$ cat src/rtl/image_pkg.sv
`default_nettype none
// ============================================================================
// Module : image_pkg
// Brief  : Shared constants, FSM encoding and pixel-beat layout for the image
//          BRAM read path.
// Rev    : 1.0  initial release
// ============================================================================
package image_pkg;

    localparam int ADDR_W = 19;
    localparam int PIX_W  = 12;
    localparam int DIM_W  = 10;
    localparam logic [PIX_W-1:0] KEY_COLOR = 12'hF0F;

    typedef enum logic [1:0] {
        IDLE  = 2'd0,
        FETCH = 2'd1,
        DRAIN = 2'd2
    } rd_state_t;

    typedef struct packed {
        logic             last;
        logic             transp;
        logic [PIX_W-1:0] data;
    } pix_beat_t;

endpackage
`default_nettype wire

$ cat src/rtl/pixel_skid_fifo.sv
`default_nettype none
// ============================================================================
// Module : pixel_skid_fifo
// Brief  : Small circular FIFO absorbing BRAM returns under output backpressure;
//          exposes its occupancy so the reader can meter its requests.
// Rev    : 1.0  initial release
// ============================================================================
module pixel_skid_fifo
    import image_pkg::*;
#(
    parameter int DEPTH = 2,
    parameter int WIDTH = 14
)(
    input  logic                         clk,
    input  logic                         rst,
    input  logic                         wr_en,
    input  logic [WIDTH-1:0]             wr_data,
    input  logic                         rd_en,
    output logic [WIDTH-1:0]             rd_data,
    output logic                         valid,
    output logic [$clog2(DEPTH+1)-1:0]   count
);

    localparam int c_ptr_w = (DEPTH > 1) ? $clog2(DEPTH) : 1;
    localparam int c_cnt_w = $clog2(DEPTH + 1);

    logic [WIDTH-1:0]   r_mem [DEPTH];
    logic [c_ptr_w-1:0] r_wr_ptr;
    logic [c_ptr_w-1:0] r_rd_ptr;
    logic [c_cnt_w-1:0] r_count;
    logic               w_rd;

    function automatic logic [c_ptr_w-1:0] f_next(input logic [c_ptr_w-1:0] p);
        return (p == c_ptr_w'(DEPTH - 1)) ? '0 : p + 1'b1;
    endfunction

    assign w_rd    = rd_en && (r_count != '0);
    assign rd_data = r_mem[r_rd_ptr];
    assign valid   = (r_count != '0);
    assign count   = r_count;

    always_ff @(posedge clk or posedge rst) begin
        if (rst) begin
            r_wr_ptr <= '0;
            r_rd_ptr <= '0;
            r_count  <= '0;
            for (int i = 0; i < DEPTH; i++) begin
                r_mem[i] <= '0;
            end
        end else begin
            if (wr_en) begin
                r_mem[r_wr_ptr] <= wr_data;
                r_wr_ptr        <= f_next(r_wr_ptr);
            end
            if (w_rd) begin
                r_rd_ptr <= f_next(r_rd_ptr);
            end
            r_count <= r_count + c_cnt_w'(wr_en) - c_cnt_w'(w_rd);
        end
    end

endmodule
`default_nettype wire

$ cat src/rtl/image_rom_reader.sv
`default_nettype none
// ============================================================================
// Module : image_rom_reader
// Brief  : Walks a sprite window in image BRAM and streams pixels on valid/ready.
//          Optional macro TRANSPARENT_KEY_EN adds the key-colour flag.
// Rev    : 1.0  initial release
// ============================================================================
module image_rom_reader
    import image_pkg::*;
#(
    parameter int ADDR_W = image_pkg::ADDR_W,
    parameter int PIX_W  = image_pkg::PIX_W,
    parameter int DIM_W  = image_pkg::DIM_W,
    parameter int RD_LAT = 1
`ifdef TRANSPARENT_KEY_EN
    ,
    parameter logic [PIX_W-1:0] KEY_COLOR = image_pkg::KEY_COLOR
`endif
)(
    input  logic              clk,
    input  logic              rst,
    input  logic              start,
    input  logic [ADDR_W-1:0] base_addr,
    input  logic [DIM_W-1:0]  width,
    input  logic [DIM_W-1:0]  height,
    input  logic [DIM_W-1:0]  stride,
    output logic              busy,
    output logic              done,
    output logic              rom_en,
    output logic [ADDR_W-1:0] rom_addr,
    input  logic [PIX_W-1:0]  rom_dout,
    output logic              pix_valid,
    input  logic              pix_ready,
    output logic [PIX_W-1:0]  pix_data,
    output logic              pix_last,
    output logic              pix_transp
);

    localparam int c_depth = RD_LAT + 1;
    localparam int c_cnt_w = $clog2(c_depth + 1);
    localparam int c_sum_w = c_cnt_w + 1;

    rd_state_t          r_state;
    rd_state_t          w_state_nxt;
    logic               r_done;
    logic               w_done_nxt;
    logic               w_load;
    logic               w_rom_en;
    logic               w_col_end;
    logic               w_last_addr;
    logic               w_pop;
    logic               w_credit_ok;
    logic [ADDR_W-1:0]  r_addr;
    logic [ADDR_W-1:0]  r_row_base;
    logic [ADDR_W-1:0]  w_next_row;
    logic [DIM_W-1:0]   r_width;
    logic [DIM_W-1:0]   r_height;
    logic [DIM_W-1:0]   r_stride;
    logic [DIM_W-1:0]   r_col;
    logic [DIM_W-1:0]   r_row;
    logic [RD_LAT-1:0]  r_sr_vld;
    logic [RD_LAT-1:0]  r_sr_last;
    logic [c_cnt_w-1:0] w_fifo_cnt;
    logic               w_fifo_valid;
    logic [c_sum_w-1:0] w_outstanding;
    logic [c_sum_w-1:0] w_used;

    // A pop in this cycle frees its slot immediately, which keeps 1 pixel/clk.
    always_comb begin
        w_outstanding = '0;
        for (int i = 0; i < RD_LAT; i++) begin
            w_outstanding = w_outstanding + c_sum_w'(r_sr_vld[i]);
        end
    end

    assign w_pop       = w_fifo_valid & pix_ready;
    assign w_used      = w_outstanding + c_sum_w'(w_fifo_cnt) - c_sum_w'(w_pop);
    assign w_credit_ok = (w_used < c_sum_w'(c_depth));

    assign w_col_end   = (r_col == r_width - DIM_W'(1));
    assign w_last_addr = w_col_end && (r_row == r_height - DIM_W'(1));
    assign w_next_row  = r_row_base + ADDR_W'(r_stride);

    always_ff @(posedge clk or posedge rst) begin
        if (rst) begin
            r_state <= IDLE;
            r_done  <= 1'b0;
        end else begin
            r_state <= w_state_nxt;
            r_done  <= w_done_nxt;
        end
    end

    always_comb begin
        w_state_nxt = r_state;
        w_done_nxt  = 1'b0;
        w_load      = 1'b0;
        w_rom_en    = 1'b0;
        case (r_state)
            IDLE: begin
                if (start) begin
                    if ((width != '0) && (height != '0)) begin
                        w_load      = 1'b1;
                        w_state_nxt = FETCH;
                    end else begin
                        w_done_nxt = 1'b1;
                    end
                end
            end
            FETCH: begin
                if (w_credit_ok) begin
                    w_rom_en = 1'b1;
                    if (w_last_addr) begin
                        w_state_nxt = DRAIN;
                    end
                end
            end
            DRAIN: begin
                if (w_pop && pix_last) begin
                    w_state_nxt = IDLE;
                    w_done_nxt  = 1'b1;
                end
            end
            default: w_state_nxt = IDLE;
        endcase
    end

    always_ff @(posedge clk or posedge rst) begin
        if (rst) begin
            r_addr     <= '0;
            r_row_base <= '0;
            r_width    <= '0;
            r_height   <= '0;
            r_stride   <= '0;
            r_col      <= '0;
            r_row      <= '0;
        end else if (w_load) begin
            r_addr     <= base_addr;
            r_row_base <= base_addr;
            r_width    <= width;
            r_height   <= height;
            r_stride   <= stride;
            r_col      <= '0;
            r_row      <= '0;
        end else if (w_rom_en) begin
            if (w_col_end) begin
                r_col      <= '0;
                r_row      <= r_row + DIM_W'(1);
                r_row_base <= w_next_row;
                r_addr     <= w_next_row;
            end else begin
                r_col  <= r_col + DIM_W'(1);
                r_addr <= r_addr + ADDR_W'(1);
            end
        end
    end

    // Tags travel alongside the BRAM pipeline so each return knows it is real
    // and whether it is the final pixel.
    always_ff @(posedge clk or posedge rst) begin
        if (rst) begin
            r_sr_vld  <= '0;
            r_sr_last <= '0;
        end else begin
            r_sr_vld  <= (r_sr_vld << 1)  | RD_LAT'(w_rom_en);
            r_sr_last <= (r_sr_last << 1) | RD_LAT'(w_rom_en & w_last_addr);
        end
    end

`ifdef TRANSPARENT_KEY_EN
    localparam int c_beat_w = $bits(pix_beat_t);
    pix_beat_t w_wr_beat;
    pix_beat_t w_rd_beat;

    always_comb begin
        w_wr_beat.last   = r_sr_last[RD_LAT-1];
        w_wr_beat.transp = (rom_dout == KEY_COLOR);
        w_wr_beat.data   = rom_dout;
    end

    assign pix_data   = w_rd_beat.data;
    assign pix_last   = w_fifo_valid & w_rd_beat.last;
    assign pix_transp = w_fifo_valid & w_rd_beat.transp;
`else
    localparam int c_beat_w = PIX_W + 1;
    logic [c_beat_w-1:0] w_wr_beat;
    logic [c_beat_w-1:0] w_rd_beat;

    assign w_wr_beat  = {r_sr_last[RD_LAT-1], rom_dout};
    assign pix_data   = w_rd_beat[PIX_W-1:0];
    assign pix_last   = w_fifo_valid & w_rd_beat[PIX_W];
    assign pix_transp = 1'b0;
`endif

    pixel_skid_fifo #(
        .DEPTH (c_depth),
        .WIDTH (c_beat_w)
    ) u_fifo (
        .clk     (clk),
        .rst     (rst),
        .wr_en   (r_sr_vld[RD_LAT-1]),
        .wr_data (w_wr_beat),
        .rd_en   (w_pop),
        .rd_data (w_rd_beat),
        .valid   (w_fifo_valid),
        .count   (w_fifo_cnt)
    );

    assign pix_valid = w_fifo_valid;
    assign rom_en    = w_rom_en;
    assign rom_addr  = r_addr;
    assign busy      = (r_state != IDLE);
    assign done      = r_done;

endmodule
`default_nettype wire

$ cat config.mk
export PLATFORM = sky130hd
export DESIGN_NAME = image_rom_reader
export DESIGN_NICKNAME = d
export VERILOG_FILES = /design/src/rtl/image_pkg.sv /design/src/rtl/pixel_skid_fifo.sv /design/src/rtl/image_rom_reader.sv
export SDC_FILE = /design/constraint.sdc
export NUM_CORES = 1
export LEC_CHECK = 0
export BUFFER_PORTS_ARGS = -buffer_cell sky130_fd_sc_hd__buf_2
export CAP_MARGIN = 10
export CORE_MARGIN = 5
export CORE_UTILIZATION = 52
export CTS_CLUSTER_DIAMETER = 50
export CTS_CLUSTER_SIZE = 20
export DETAILED_ROUTE_END_ITERATION = 6
export PLACE_DENSITY_LB_ADDON = 0.08
export SLEW_MARGIN = 20
export SYNTH_ARGS = -nofsm -noshare
export SYNTH_HDL_FRONTEND = slang
export SYNTH_SLANG_ARGS = --single-unit
$ cat constraint.sdc
create_clock -name clk -period 9.12 [get_ports clk]
set_clock_uncertainty 0.15 [all_clocks]
set_input_delay 1.824 -clock clk [delete_from_list [all_inputs] [get_ports clk]]
set_output_delay 1.824 -clock clk [all_outputs]
set_load 0.01 [all_outputs]
---- Yosys cells after proc, flatten, opt, wreduce, memory -nomap -nowiden ----
Cells that the tools add are included.
storage, ports and cells
  flip-flop bits (word level) ............. 123
  output and inout port bits .............. 37
  word-level logic and storage cells ...... 95
operators by class
  add/subtract/negate cells ............... 12
  magnitude comparators ................... 4
  equal/unequal tests ..................... 9
  mux-type cells .......................... 35
  bitwise operators ....................... 5
  reduce and logical (&&, ||, !) cells .... 14
operator list
  operator                 number
  $mux W19                 6
  $mux W10                 6
  $mux W13                 4
  $bwmux W26               1
  $add A10 B1 Y10 const B  2
  $eq A10 B10 Y1           2
  $reduce_bool A10 Y1      2
  $sub A10 B1 Y10 const B  2
  $add A19 B1 Y19 const B  1
  $add A19 B10 Y19         1
  $demux W13 S1            1
  $mux W1                  10
  $mux W2                  5
  $ne A2 B2 Y1 const B     5
  $reduce_bool A2 Y1       4
  $pmux W2 S3              1
  $logic_and A1 B1 Y1      5
  $reduce_and A5 Y1        1
  $ge A2 B2 Y1 const B     2
  $not A1 Y2               2
  $add A1 B2 Y3            1
  $and A1 B1 Y1            3
  $lt A3 B2 Y1 const B     1
  $sub A3 B1 Y3            1
  9 further kinds          10

---- Longest topological paths before layout ----
Gate-level depths: netlist of run 1.
  word-level depth ........................ 8
  depth in mapped cells ................... 16
  gate-level depth less buffers ........... 14

---- Modules after synthesis ----
Synthesis of run 1 repeated with hierarchy kept, for this count alone.
second synthesis, totals
  cells, all modules ...................... 767
  area, all modules ....................... 7191.9 um^2
by module, submodules not included
  module            instances  cells an instance  area each (um^2)
  image_rom_reader  1          682                5831.8
  pixel_skid_fifo   1          85                 1360.1

---- Worst setup path after synthesis of run 1 ----
No wires, ideal clock.
  path type ............................... in2out
  start point ............................. input pix_ready
  end point ............................... output rom_en
  arrival time ............................ 4.002 ns
  path slack .............................. 3.144 ns
  cell stages on the path ................. 10
  path buffers ............................ 3
  path through ............................ nand2_1 inv_1 ha_1 nor2b_1 fa_1 or3_1 clkbuf_1 inv_1 clkbuf_1 clkbuf_1
on the way
  cells in the longest elaborated chain, start to end .. 5
RTL lines
  item           RTL line                 text
  from (decl)    image_rom_reader.sv:33   input logic pix_ready,
  $and A1 B1 Y1  image_rom_reader.sv:76   assign w_pop = w_fifo_valid & pix_ready;
  $sub A3 B1 Y3  image_rom_reader.sv:77   assign w_used = w_outstanding + c_sum_w'(w_fifo_cnt) - c_sum_w'(w_pop);
  $lt A3 B2 Y1   image_rom_reader.sv:78   assign w_credit_ok = (w_used < c_sum_w'(c_depth));
  $mux W1        image_rom_reader.sv:111  if (w_credit_ok) begin
  $mux W1        image_rom_reader.sv:99   case (r_state)
  to (decl)      image_rom_reader.sv:29   output logic rom_en,
No other way between the ends.

---- Worst setup path after layout of run 1 ----
Same ends and word-level chain as after synthesis.

==> summary.txt, run 1 <==
H-tree Lvls - 4
Min-delay src - r_state[0]
Setup WS pre-CTS - 2.56 ns
Vias in the first global route - 6212
Final setup fails - 0
Initial DRT Pass Iterations - 5
Pwr Total - 2.41 mW
Worst flop-to-flop path endpoint - r_row_base[18]
Initial Util - 53.4%
Gpl congestion - 0.860
Root Driver - clkbuf_16
Unique masters post-synth - 63
Syn_area_per_cell - 9.09 um2
Die Y - 127 um
Fraction of layout instances using a drive strength above 1 - 21.3%
Largest net degree at the start of global routing - 87
Hold Path End - done
Crit-path slowest cell - inv_1
EDFF count, synth - 0
Flops & latches, synth - 123
Synth Flop Type - dfrtp_1
CTS max path bufs - 2
Placed insts - 1025
IO Pins - 102
Rows - 42
PostCTS Resize Cnt - 0
Final worst path period share - 71.9%
Final cell count without fillers - 1057
Worst reg-to-reg path cell count - 12
Die Width - 127 um
CP max stage delay - 0.69 ns
Util after Layout - 62.0%
Min-Delay Path Class - flip-flop to flip-flop
Critical path data arrival time - 4.58 ns
Crit path launch - pix_ready
Async SR Flop Fraction - 100%
Total gr overflow - 0
CP cell instances - buf_2 -> nand2_1 -> inv_1 -> ha_1 -> nor2b_1 -> fa_1 -> or3_1 -> inv_1 -> buf_2
Outcome - complete, no violations
Worst slew margin - 38.8%
Fin nets - 953
Hold path cells - 1
Yosys warnings - 0
Setup repair bufs after CTS - 0
DR vias/cell - 5.82
Setup tns final - 0 ns
Commonest non-fill, non-tap cell in the layout - nand2_1
# Max-Cap Violations - 0
RSZ-0062 raised after global routing - false
Core Area - 13300 um2
Worst reg2reg startpoint - u_fifo.count[1]
CTS tree - done
First-pass GRT wire length - 30400 um
Leakage - 3.88 nW
IR drop worst, VDD - 0.134 mV
Sequential share of the synthesized area - 43.1%
Clock Pin Slew Worst Setup and Hold Paths - 0.06 ns
Commonest cells after routing, fill and taps aside - nand2_1, dfrtp_1, buf_2
Final min period - 6.55 ns
Synthesized area - 7130 um2
Initial drt markers - 342
Fin. Hold Viols - 0
Synth Instances - 785
CTS Buf Count - 17
Wire length per cell - 17.3 um
PwrDens - 291 nW/um2
Setup CP Type - input port to output port
Clock tree sinks - 123
Tot GR Track Use - 23.2%
Final Slew Violations - 0
Worst-path fanout max - 22
Vias - 6156
Max Fclk - 0.153 GHz
Clk_lat worst skew - 0.42 ns
Post-synth net total - 870
Nature of the critical path startpoint - input port
Hold_ws - 0.324 ns
Ant. Diodes - 0
Port bufs - 100
ANT nets after route - 0
Initial antenna violation count - 0
Post-DP Area - 7730 um2
Critical Path RT - 7.15 ns
Area growth syn-to-layout - 16.1%
Final HPWL DP - 12500 um
Slew @ Worst Pin - 0.919 ns
# DRC - 0
R2r setup slk - 4.24 ns
Hold_buf cts - 0
Post-Layout Inst Area - 8280 um2
Final worst slack - 2.57 ns
Die area - 16200 um2
Total Wirelength - 18300 um
CP endpoint kind - output port
worst max path at each step:
stage | cells after the start | endpoint | slack [ns]
after floorplan | 10 | rom_en | 3.14
after global placement | 9 | rom_en | 2.59
after detailed placement | 9 | rom_en | 2.56
after CTS | 9 | rom_en | 2.56
after global routing | 9 | rom_en | 2.39
final | 9 | rom_en | 2.57
synthesized netlist by cell type (8+ instances only):
master / number / share of area, %
buf_2: 9 / 0.63
inv_1: 30 / 1.6
xnor2_1: 42 / 5.2
nand3_1: 30 / 2.1
clkbuf_1: 26 / 1.4
nand2_1: 132 / 6.9
nor2_1: 57 / 3.0
and3_1: 14 / 1.2
a21oi_1: 28 / 2.0
nor4_1: 8 / 0.70
o21ai_0: 31 / 2.2
mux2_2: 39 / 6.2
nor3_1: 22 / 1.5
mux2i_1: 10 / 1.4
xor2_1: 16 / 2.0
a31oi_1: 22 / 1.9
ha_1: 18 / 3.2
nand4_1: 15 / 1.3
dfrtp_1: 123 / 43
or3_1: 8 / 0.70
o22ai_1: 12 / 1.1
nand2b_1: 9 / 0.79
area by class of cell:
class                   instances  area (um2)
multi-input cells             592        3790
repair buffers                104         531
inverters                      30         115
well taps                     176         220
clock buffers                  19         453
flip-flops and latches        123        3080
fillers                      1166        5070
clock inverters                13        97.6
worst max-delay path: cells and delay by family:
family | cells | cell delay, ns
buffers and inverters | 4 | 1.11
and+or+nand+nor | 3 | 0.93
adders and majority gates | 2 | 0.70
flip-flops by register name, indices dropped and copies added (netlist names):
register and count:
u_fifo.r_mem 26, r_col 10, r_sr_vld 1, u_fifo.r_rd_ptr 1, u_fifo.count 2, done 1, rom_addr 19, r_height 10
r_sr_last 1, r_state 2, r_stride 10, r_row 10, r_width 10, r_row_base 19, u_fifo.r_wr_ptr 1
power by group:
group	leakage, nW	switching, mW	internal, mW
combinational	2.09	0.533	0.410
clock	0.261	0.260	0.361
sequential	1.52	0.152	0.697
kinds of logic after synthesis:
logic type               after synthesis  share of synthesized area, %
flip-flops                           123                          43.1
buffers and inverters                 70                          3.89
other                                  1                        0.0526
XOR/XNOR                              58                          7.12
AND/OR/NAND/NOR                      313                          20.3
multiplexers                          49                          7.56
AO/OA/AOI/OAI                        151                          14.2
adder cells (fa/ha/maj)               20                          3.72
layer usage:
metal  up-vias  track usage, %  share of wire (%)
met5         -               0                  0
met2       193            37.7                 48
met3        31            5.30                5.8
met4         0            9.40                1.9
li1       2951               -                  -
met1      2981            30.2                 45
No activity file was read; power rests on OpenSTA's default activity.
==> run 2, diff against run 1 <==
- clock period: 9.12 -> 5.2 ns (I/O delays scaled with it)
==> run 2 against run 1 <==
Net effect: routed wire length increased by 2.5%; clock-buffer cell count shrank 1; register-to-register slack lost 3.0 ns; sequential power grew 76%; utilization increased by 0.95 points; setup slack lost 1.7 ns; sequential share of layout area shrank 0.56 points; global-route usage is 0.45 points higher; critical endpoint unchanged; largest power group unchanged.
==> summary.txt, run 2 (synthesis gave the netlist of run 1 again) <==
Die area - 16200 um2 (unchanged)
Min-delay src - r_state[0]
Worst-path fanout max - 16 (-27%)
Fin nets - 959 (+0.63%)
Part of the power in registers - 33.4% (-1.8 points)
Max Fclk - 0.232 GHz
Fraction of layout instances using a drive strength above 1 - 21.8% (+0.44 points)
Initial drt markers - 389 (+14%)
Outcome - complete, no violations
Setup tns final - 0 ns (unchanged)
Final worst path period share - 82.9%
# DRC - 0 (unchanged)
Initial DRT Pass Iterations - 5 (unchanged)
Worst reg2reg startpoint - u_fifo.count[1]
Switching power - 1.68 mW (+78%)
Worst reg-to-reg path cell count - 14 (+2)
CTS tree - done
Pwr Total - 4.47 mW (+85%)
Setup CP Type - input port to output port
CP endpoint kind - output port
Commonest non-fill, non-tap cell in the layout - nand2_1
Vias in the first global route - 6270 (+0.93%)
Port bufs - 100 (unchanged)
Min-Delay Path Class - flip-flop to flip-flop
Util after Layout - 63.0% (+0.95 points)
Total gr overflow - 0 (unchanged)
Clk_lat worst skew - 0.42 ns (about the same)
Vias - 6251 (+1.5%)
Setup repair bufs after CTS - 0 (unchanged)
CTS max path bufs - 2 (unchanged)
RSZ-0062 raised after global routing - false
Clock tree sinks - 123 (unchanged)
Final Slew Violations - 0 (unchanged)
Tot GR Track Use - 23.7% (+0.45 points)
Clock Pin Slew Worst Setup and Hold Paths - 0.06 ns (about the same)
Ant. Diodes - 0 (unchanged)
Biggest register - u_fifo.r_mem
DR vias/cell - 5.89 (+1.1%)
Pint - 2.78 mW (+90%)
Wire length per cell - 17.6 um (+2.0%)
Initial Util - 53.4% (unchanged)
Total Wirelength - 18700 um (+2.5%)
Final setup fails - 0 (unchanged)
Area growth syn-to-layout - 17.9%
ANT nets after route - 0 (unchanged)
Die Width - 127 um (unchanged)
# Max-Cap Violations - 0 (unchanged)
Worst flop-to-flop path endpoint - r_row[8]
Critical path data arrival time - 3.12 ns (-1.46 ns)
PwrDens - 531 nW/um2 (+82%)
R2r setup slk - 1.22 ns (-3.02 ns)
PostCTS Resize Cnt - 0 (unchanged)
Final min period - 4.31 ns
Leakage - 3.94 nW (+1.8%)
First-pass GRT wire length - 31000 um (+1.9%)
Core Area - 13300 um2 (unchanged)
Hold Path End - done
CTS Buf Count - 17 (unchanged)
Rows - 42 (unchanged)
Nature of the critical path startpoint - input port
IR drop worst, VDD - 0.257 mV (+91%)
Proportion of power drawn by combinational gates - 38.2% (-0.9 points)
Worst slew margin - 41.4% (+2.6 points)
Clk pwr share - 28.4% (+2.6 points)
Hold_buf cts - 0 (unchanged)
Hold path cells - 1 (unchanged)
Fin. Hold Viols - 0 (unchanged)
Commonest cells after routing, fill and taps aside - nand2_1, dfrtp_1, buf_2
Critical Path RT - 4.01 ns (-3.14 ns)
Largest net degree at the start of global routing - 56 (-36%)
Root Driver - clkbuf_16
Hold_ws - 0.327 ns (+0.00241 ns)
Gpl congestion - 0.840 (-2.3%)
Die Y - 127 um (unchanged)
Sw Ratio - 37.7% (-1.5 points)
IO Pins - 102 (unchanged)
Final HPWL DP - 13200 um (+5.3%)
Initial antenna violation count - 0 (unchanged)
Max reg flops - 26 (unchanged)
Slew @ Worst Pin - 0.880 ns (-0.0390 ns)
H-tree Lvls - 4 (unchanged)
run 2: routing by layer:
layer,track usage (%),part of all wire (%),up-vias
met2,39.5,48,202
met4,8.39,2.2,0
met3,5.01,5.9,31
met1,30.6,44,3057
li1,-,-,2961
met5,0,0,-
run 2: how the worst max path moves through the flow:
stage / from / end / slack, ns
2_1_floorplan: rst / done / 0.74
6_report: pix_ready / rom_en / 0.89
3_3_place_gp: pix_ready / r_row[6] / 0.83
4_1_cts: pix_ready / rom_en / 0.88
5_1_grt: u_fifo.count[1] / rom_en / 0.78
3_5_place_dp: pix_ready / rom_addr[15] / 0.76
run 2: power by group through the flow:
stage | clock network, mW | logic, mW | registers, mW
3_3_place_gp | 0 | 1.65 | 1.49
2_1_floorplan | 0 | 1.22 | 1.42
3_5_place_dp | 0 | 1.69 | 1.50
5_1_grt | 1.33 | 1.88 | 1.53
6_report | 1.27 | 1.71 | 1.49
4_1_cts | 1.29 | 1.71 | 1.49
run 2: cell type report:
type                            instances  area, um2
Fill cell                            1140       4940
Sequential cell                       123       3080
Timing Repair Buffer                  110        576
Clock buffer                           18        439
Multi-Input combinational cell        592       3790
Clock inverter                         13        193
Inverter                               30        115
Tap cell                              176        220
run 2: worst max-delay path: stages:
cell,delay [ns]
buf_2,0.10
nand2_1,0.13
inv_1,0.06
ha_1,0.26
nor2b_1,0.15
fa_1,0.45
or3_1,0.40
buf_4,0.22
inv_1,0.13
buf_2,0.17
run 2: per-stage QoR:
| stage | area [um2] | setup slack, ns | instances |
|---|---|---|---|
| final | 8410 | 0.889 | 1062 |
| after detailed placement | 7780 | 0.757 | 1031 |
| after CTS | 8410 | 0.884 | 1062 |
| after floorplan | 7130 | 0.739 | 785 |
| after global routing | 8410 | 0.783 | 1062 |
| after global placement | 7770 | 0.828 | 1031 |
